--- src/rtl/instruction_fetch_unit_if.sv ---
// Instruction-memory request/response bus between the fetch unit and memory.
// master: fetch unit (issues requests), slave: instruction memory (returns data).
interface instruction_fetch_unit_if;
    logic        ImemReq;
    logic [63:0] ImemAddr;
    logic        ImemReady;
    logic [31:0] ImemRData;

    modport master (
        output ImemReq,
        output ImemAddr,
        input  ImemReady,
        input  ImemRData
    );

    modport slave (
        input  ImemReq,
        input  ImemAddr,
        output ImemReady,
        output ImemRData
    );
endinterface

--- src/rtl/instruction_fetch_unit.sv ---
// Instruction fetch unit: holds the PC, requests the instruction at that PC,
// latches it, and presents it until the datapath advances. A misaligned
// next PC parks the unit in a sticky FAULT state until reset.
// Optional feature: define FETCH_STALL_CNT_EN to add the StallCount output,
// which counts cycles spent waiting on instruction memory.
module instruction_fetch_unit #(
    parameter logic [63:0] RESET_PC = 64'h0
) (
    input  logic        CLK,
    input  logic        ResetL,
    input  logic [63:0] NextPC,
    input  logic        Advance,
    output logic [63:0] CurrentPC,
    output logic [31:0] Instruction,
    output logic        InstrValid,
    output logic        Fault,
`ifdef FETCH_STALL_CNT_EN
    output logic [31:0] StallCount,
`endif
    instruction_fetch_unit_if.master imem
);

    typedef enum logic [1:0] {
        S_REQ   = 2'd0,
        S_VALID = 2'd1,
        S_FAULT = 2'd2
    } state_t;

    state_t state;
    state_t state_next;
    logic   pc_load;
    logic   instr_load;
    logic   imem_req;
    logic   instr_valid;
    logic   fault;

    // State register; reset returns to requesting at RESET_PC.
    always_ff @(posedge CLK or negedge ResetL) begin
        if (!ResetL) begin
            state <= S_REQ;
        end else begin
            state <= state_next;
        end
    end

    // Next-state and output decode; Advance only matters in VALID,
    // ImemReady only matters in REQ, FAULT is absorbing.
    always_comb begin
        state_next  = state;
        pc_load     = 1'b0;
        instr_load  = 1'b0;
        imem_req    = 1'b0;
        instr_valid = 1'b0;
        fault       = 1'b0;
        case (state)
            S_REQ: begin
                imem_req = 1'b1;
                if (imem.ImemReady) begin
                    instr_load = 1'b1;
                    state_next = S_VALID;
                end
            end
            S_VALID: begin
                instr_valid = 1'b1;
                if (Advance) begin
                    pc_load = 1'b1;
                    // Alignment is checked on the incoming PC only, never on RESET_PC.
                    state_next = (NextPC[1:0] == 2'b00) ? S_REQ : S_FAULT;
                end
            end
            S_FAULT: begin
                fault = 1'b1;
            end
            default: begin
                state_next = S_REQ;
            end
        endcase
    end

    // PC and instruction registers; the PC only ever takes NextPC, never increments itself.
    always_ff @(posedge CLK or negedge ResetL) begin
        if (!ResetL) begin
            CurrentPC   <= RESET_PC;
            Instruction <= 32'h0;
        end else begin
            if (pc_load) begin
                CurrentPC <= NextPC;
            end
            if (instr_load) begin
                Instruction <= imem.ImemRData;
            end
        end
    end

    assign imem.ImemReq  = imem_req;
    assign imem.ImemAddr = CurrentPC;
    assign InstrValid    = instr_valid;
    assign Fault         = fault;

`ifdef FETCH_STALL_CNT_EN
    function automatic logic [31:0] sat_inc(input logic [31:0] value);
        return (value == 32'hFFFF_FFFF) ? value : value + 32'd1;
    endfunction

    logic stall_cycle;
    assign stall_cycle = (state == S_REQ) && !imem.ImemReady;

    // Memory-wait counter, saturating so it never wraps back to a small value.
    always_ff @(posedge CLK or negedge ResetL) begin
        if (!ResetL) begin
            StallCount <= 32'h0;
        end else if (stall_cycle) begin
            StallCount <= sat_inc(StallCount);
        end
    end
`endif

endmodule
--- src/flat_wrapper.sv ---
// flat-port wrapper written by rule: the top's interface ports become plain ports
module instruction_fetch_unit_flat 
#(
    parameter logic [63:0] RESET_PC = 64'h0
)
  (CLK, ResetL, NextPC, Advance, CurrentPC, Instruction, InstrValid, Fault, imem_ImemReq, imem_ImemAddr, imem_ImemReady, imem_ImemRData);
  instruction_fetch_unit_if imem_i ();
  input  logic CLK;
  input  logic ResetL;
  input  logic [63:0] NextPC;
  input  logic Advance;
  output logic [63:0] CurrentPC;
  output logic [31:0] Instruction;
  output logic InstrValid;
  output logic Fault;
  output wire logic [$bits(imem_i.ImemReq)-1:0] imem_ImemReq;
  output wire logic [$bits(imem_i.ImemAddr)-1:0] imem_ImemAddr;
  input wire logic [$bits(imem_i.ImemReady)-1:0] imem_ImemReady;
  input wire logic [$bits(imem_i.ImemRData)-1:0] imem_ImemRData;
  assign imem_ImemReq = imem_i.ImemReq;
  assign imem_ImemAddr = imem_i.ImemAddr;
  assign imem_i.ImemReady = imem_ImemReady;
  assign imem_i.ImemRData = imem_ImemRData;
  instruction_fetch_unit #(.RESET_PC(RESET_PC)) u_core (.CLK(CLK), .ResetL(ResetL), .NextPC(NextPC), .Advance(Advance), .CurrentPC(CurrentPC), .Instruction(Instruction), .InstrValid(InstrValid), .Fault(Fault), .imem(imem_i));
endmodule
--- config.mk ---
export PLATFORM = sky130hd
export DESIGN_NAME = instruction_fetch_unit_flat
export DESIGN_NICKNAME = d
export VERILOG_FILES = /design/src/rtl/instruction_fetch_unit_if.sv /design/src/rtl/instruction_fetch_unit.sv /design/src/flat_wrapper.sv
export SDC_FILE = /design/constraint.sdc
export NUM_CORES = 1
export LEC_CHECK = 0
export ABC_AREA = 1
export CORE_ASPECT_RATIO = 1.2
export CORE_MARGIN = 2
export CORE_UTILIZATION = 37
export DETAILED_ROUTE_END_ITERATION = 7
export DONT_BUFFER_PORTS = 1
export GPL_TIMING_DRIVEN = 0
export HOLD_SLACK_MARGIN = 0.03
export PLACE_DENSITY_LB_ADDON = 0.05
export SLEW_MARGIN = 15
export SYNTH_ARGS = -nofsm -noshare
export SYNTH_HDL_FRONTEND = slang
export SYNTH_SLANG_ARGS = --single-unit
--- constraint.sdc ---
create_clock -name CLK -period 2.11 [get_ports CLK]
set_clock_uncertainty 0.15 [all_clocks]
set_input_delay 0.211 -clock CLK [delete_from_list [all_inputs] [get_ports CLK]]
set_output_delay 0.211 -clock CLK [all_outputs]
set_load 0.05 [all_outputs]
==> flow_summary.toml <==
[logic_synthesis]
ys_seq_area_share_pct = 54.0
ys_seq_elements = 98
syn_inst = 498
yosysTopAreaCell = "dfrtp_1"
synth_top_area_share_pct = 54.0
yosys_warnings = 0
syn_area_per_cell_um2 = 9.12
synth.top_cells.by_area = "dfrtp_1 54%, nand2_1 16%, buf_4 11%"
yosysUniqueCellTypes = 18
synth_nets = 598
syn-cell-area_um2 = 4540

[placement]
hpwl_um = 8000
place_congestion = 0.752
pre_cts_ws_ns = 0.619
port_buffers = 0

[status]
status = "finished with violations"
violations = "hold timing"

[cts]
clock_path_buffers = 2
cts.repair.resized = 0
cts_made_buffers = 9
cts_tree = "done"
clk_pin_slew_ns = 0.06
clk_latency_ns = 0.34
cts_setup_buffers = 0
clock_sinks = 98
holdBufCountCts = 100
root_buffer = "clkbuf_16"
htree_levels = 3

[global_route]
grt_pass1_vias = 3741
antenna_found_initial = 0
grt-ovfl-total = 0
grt_usage_pct = 18.2
grt_max_degree = 99
grt_pass1_wl_um = 19300

[sta]
max_freq_mhz = 563
tightest_slew_ns = 0.575
slew_violations = 0
setup_viol_count_final = 0
setup_tns_ns = 0
slew_headroom_pct = 61.7
fin_ws_ns = 0.335
fin_crit_ns = 1.77
rsz0062_at_grt = "false"
period_share_pct = 84.1
hold_viol = 98
holdWs_ns = -0.582

[routing]
viasPerCell = 4.67
ant_nets = 0
drt_iter0_drc = 115
vias = 3611
postRouteWirelength_um = 11800
drc_errors = 0
routedWlPerCell_um = 15.2
drt-pass1-iter-count = 5

[die]
rows = 44
die_h_um = 125
initial_core_util_pct = 37.7
die_w_um = 105
core_um2 = 12100
die_area_um2 = 13200
num_io_pins = 263

[finish]
drive_above_1_share_pct = 21.4
area_growth_pct = 33.2
multi_input_area_um2 = 1370
num_antenna_cells = 0
mostFrequentLayoutCells = "198 x nand2_1, 100 x dlygate4sd3_1, 98 x dfrtp_1"
seqCellArea_um2 = 2450
fill_cells = 1180
nets = 709
final_common_cell = "nand2_1"

[flow_run]
drv_cap = 0

[power]
power_frac_seq_pct = 50.0
p_int_w = 0.00301
combPwrFrac_pct = 5.3
powerDensity_nw_per_um2 = 621
vdd_drop_max_v = 0.000284
power_frac_clock_pct = 44.7
power.switching_w = 0.000740
finalPower_w = 0.00376
switching_share_pct = 19.7
p_leak_nw = 3.28

[critical_path]
path_buf_inv = 1
crit_family = "flip-flops"
cp.required_ns = 1.75
arrival_ns = 1.41
start_kind = "register"
path_cells = "nor2_4 > buf_2"
crit_fanout = 10
worstReg2RegStart = "u_core.state[1]"
path_class = "register to primary output"
cpMaxStageDelayCell = "dfrtp_1"
cpPeakStageDelay_ns = 0.44
end_kind = "primary output"
critPathLaunch = "u_core.state[1]"

[hold_path]
hold_class = "input port to async pin"
## power groups by stage
| stage | registers [W] | clock network, W | logic (W) |
|---|---|---|---|
| final | 0.00188 | 0.00168 | 0.000199 |
| after global routing | 0.00188 | 0.00182 | 0.000213 |
| after CTS | 0.00188 | 0.00174 | 0.000198 |
| after detailed placement | 0.00191 | 0 | 0.0000449 |
| after global placement | 0.00191 | 0 | 0.0000452 |
| after floorplan | 0.00191 | 0 | 0.0000331 |
## state kept, by name, indices dropped and copies added (netlist names)
register	count
u_core.CurrentPC	64
u_core.state	2
u_core.Instruction	32
## per-stage QoR
step / utilization (%) / cell area (µm²) / instances / hold WS (ns)
2_1_floorplan: - / 4540 / 498 / -0.235
3_3_place_gp: 39.3 / 4740 / 659 / -0.233
3_5_place_dp: 39.3 / 4740 / 659 / -0.232
4_1_cts: 50.2 / 6050 / 774 / -0.600
5_1_grt: 50.2 / 6050 / 774 / -0.601
6_report: 50.2 / 6050 / 774 / -0.582
## Yosys cell counts
library cell    n
buf_12          2
nand3_2        20
nand3_1        76
buf_4          68
buf_2          18
nand2_4         1
dfrtp_1        98
nor2_1          3
nand2_1       198
nor2_4          1
inv_4           1
buf_6           3
inv_2           1
clkbuf_1        2
inv_1           3
buf_8           1
nand4_1         1
nand2_2         1
## metal layers
| layer | global-route usage (%) | share of wire (%) | vias up |
|---|---|---|---|
| met2 | 31.1 | 51 | 164 |
| met1 | 22.1 | 40 | 1703 |
| met4 | 6.20 | 1.8 | 0 |
| li1 | - | - | 1728 |
| met3 | 5.06 | 7.4 | 16 |
| met5 | 0 | 0 | - |
## cells by family after synthesis
family / Yosys count / synth area share [%]
AND/OR/NAND/NOR: 301 / 30.2
buffers and inverters: 99 / 15.8
flip-flops: 98 / 54.0
## final cells by class
class / instances / share of cell area [%]
inverters: 5 / 0.352
clock buffers: 13 / 4.47
flip-flops and latches: 98 / 40.5
well taps: 161 / 3.33
clock inverters: 2 / 0.579
multi-input cells: 301 / 22.7
repair buffers: 100 / 16.5
plain buffers: 94 / 11.5
## worst paths after layout
kind | slack (ns) | endpoint | cells past startpoint
worst max-delay path | 0.34 | imem_ImemReq | 2
worst min-delay path | -0.58 | u_core.CurrentPC[18] | 0
worst max register to register | 0.40 | u_core.CurrentPC[1] | 7
worst min register to register | 0.48 | u_core.state[0] | 2
max in group asynchronous | 2.26 | u_core.Instruction[8] | 0
min in group CLK | 0.04 | u_core.Instruction[14] | 3
Power figures use the tool's default switching activity.
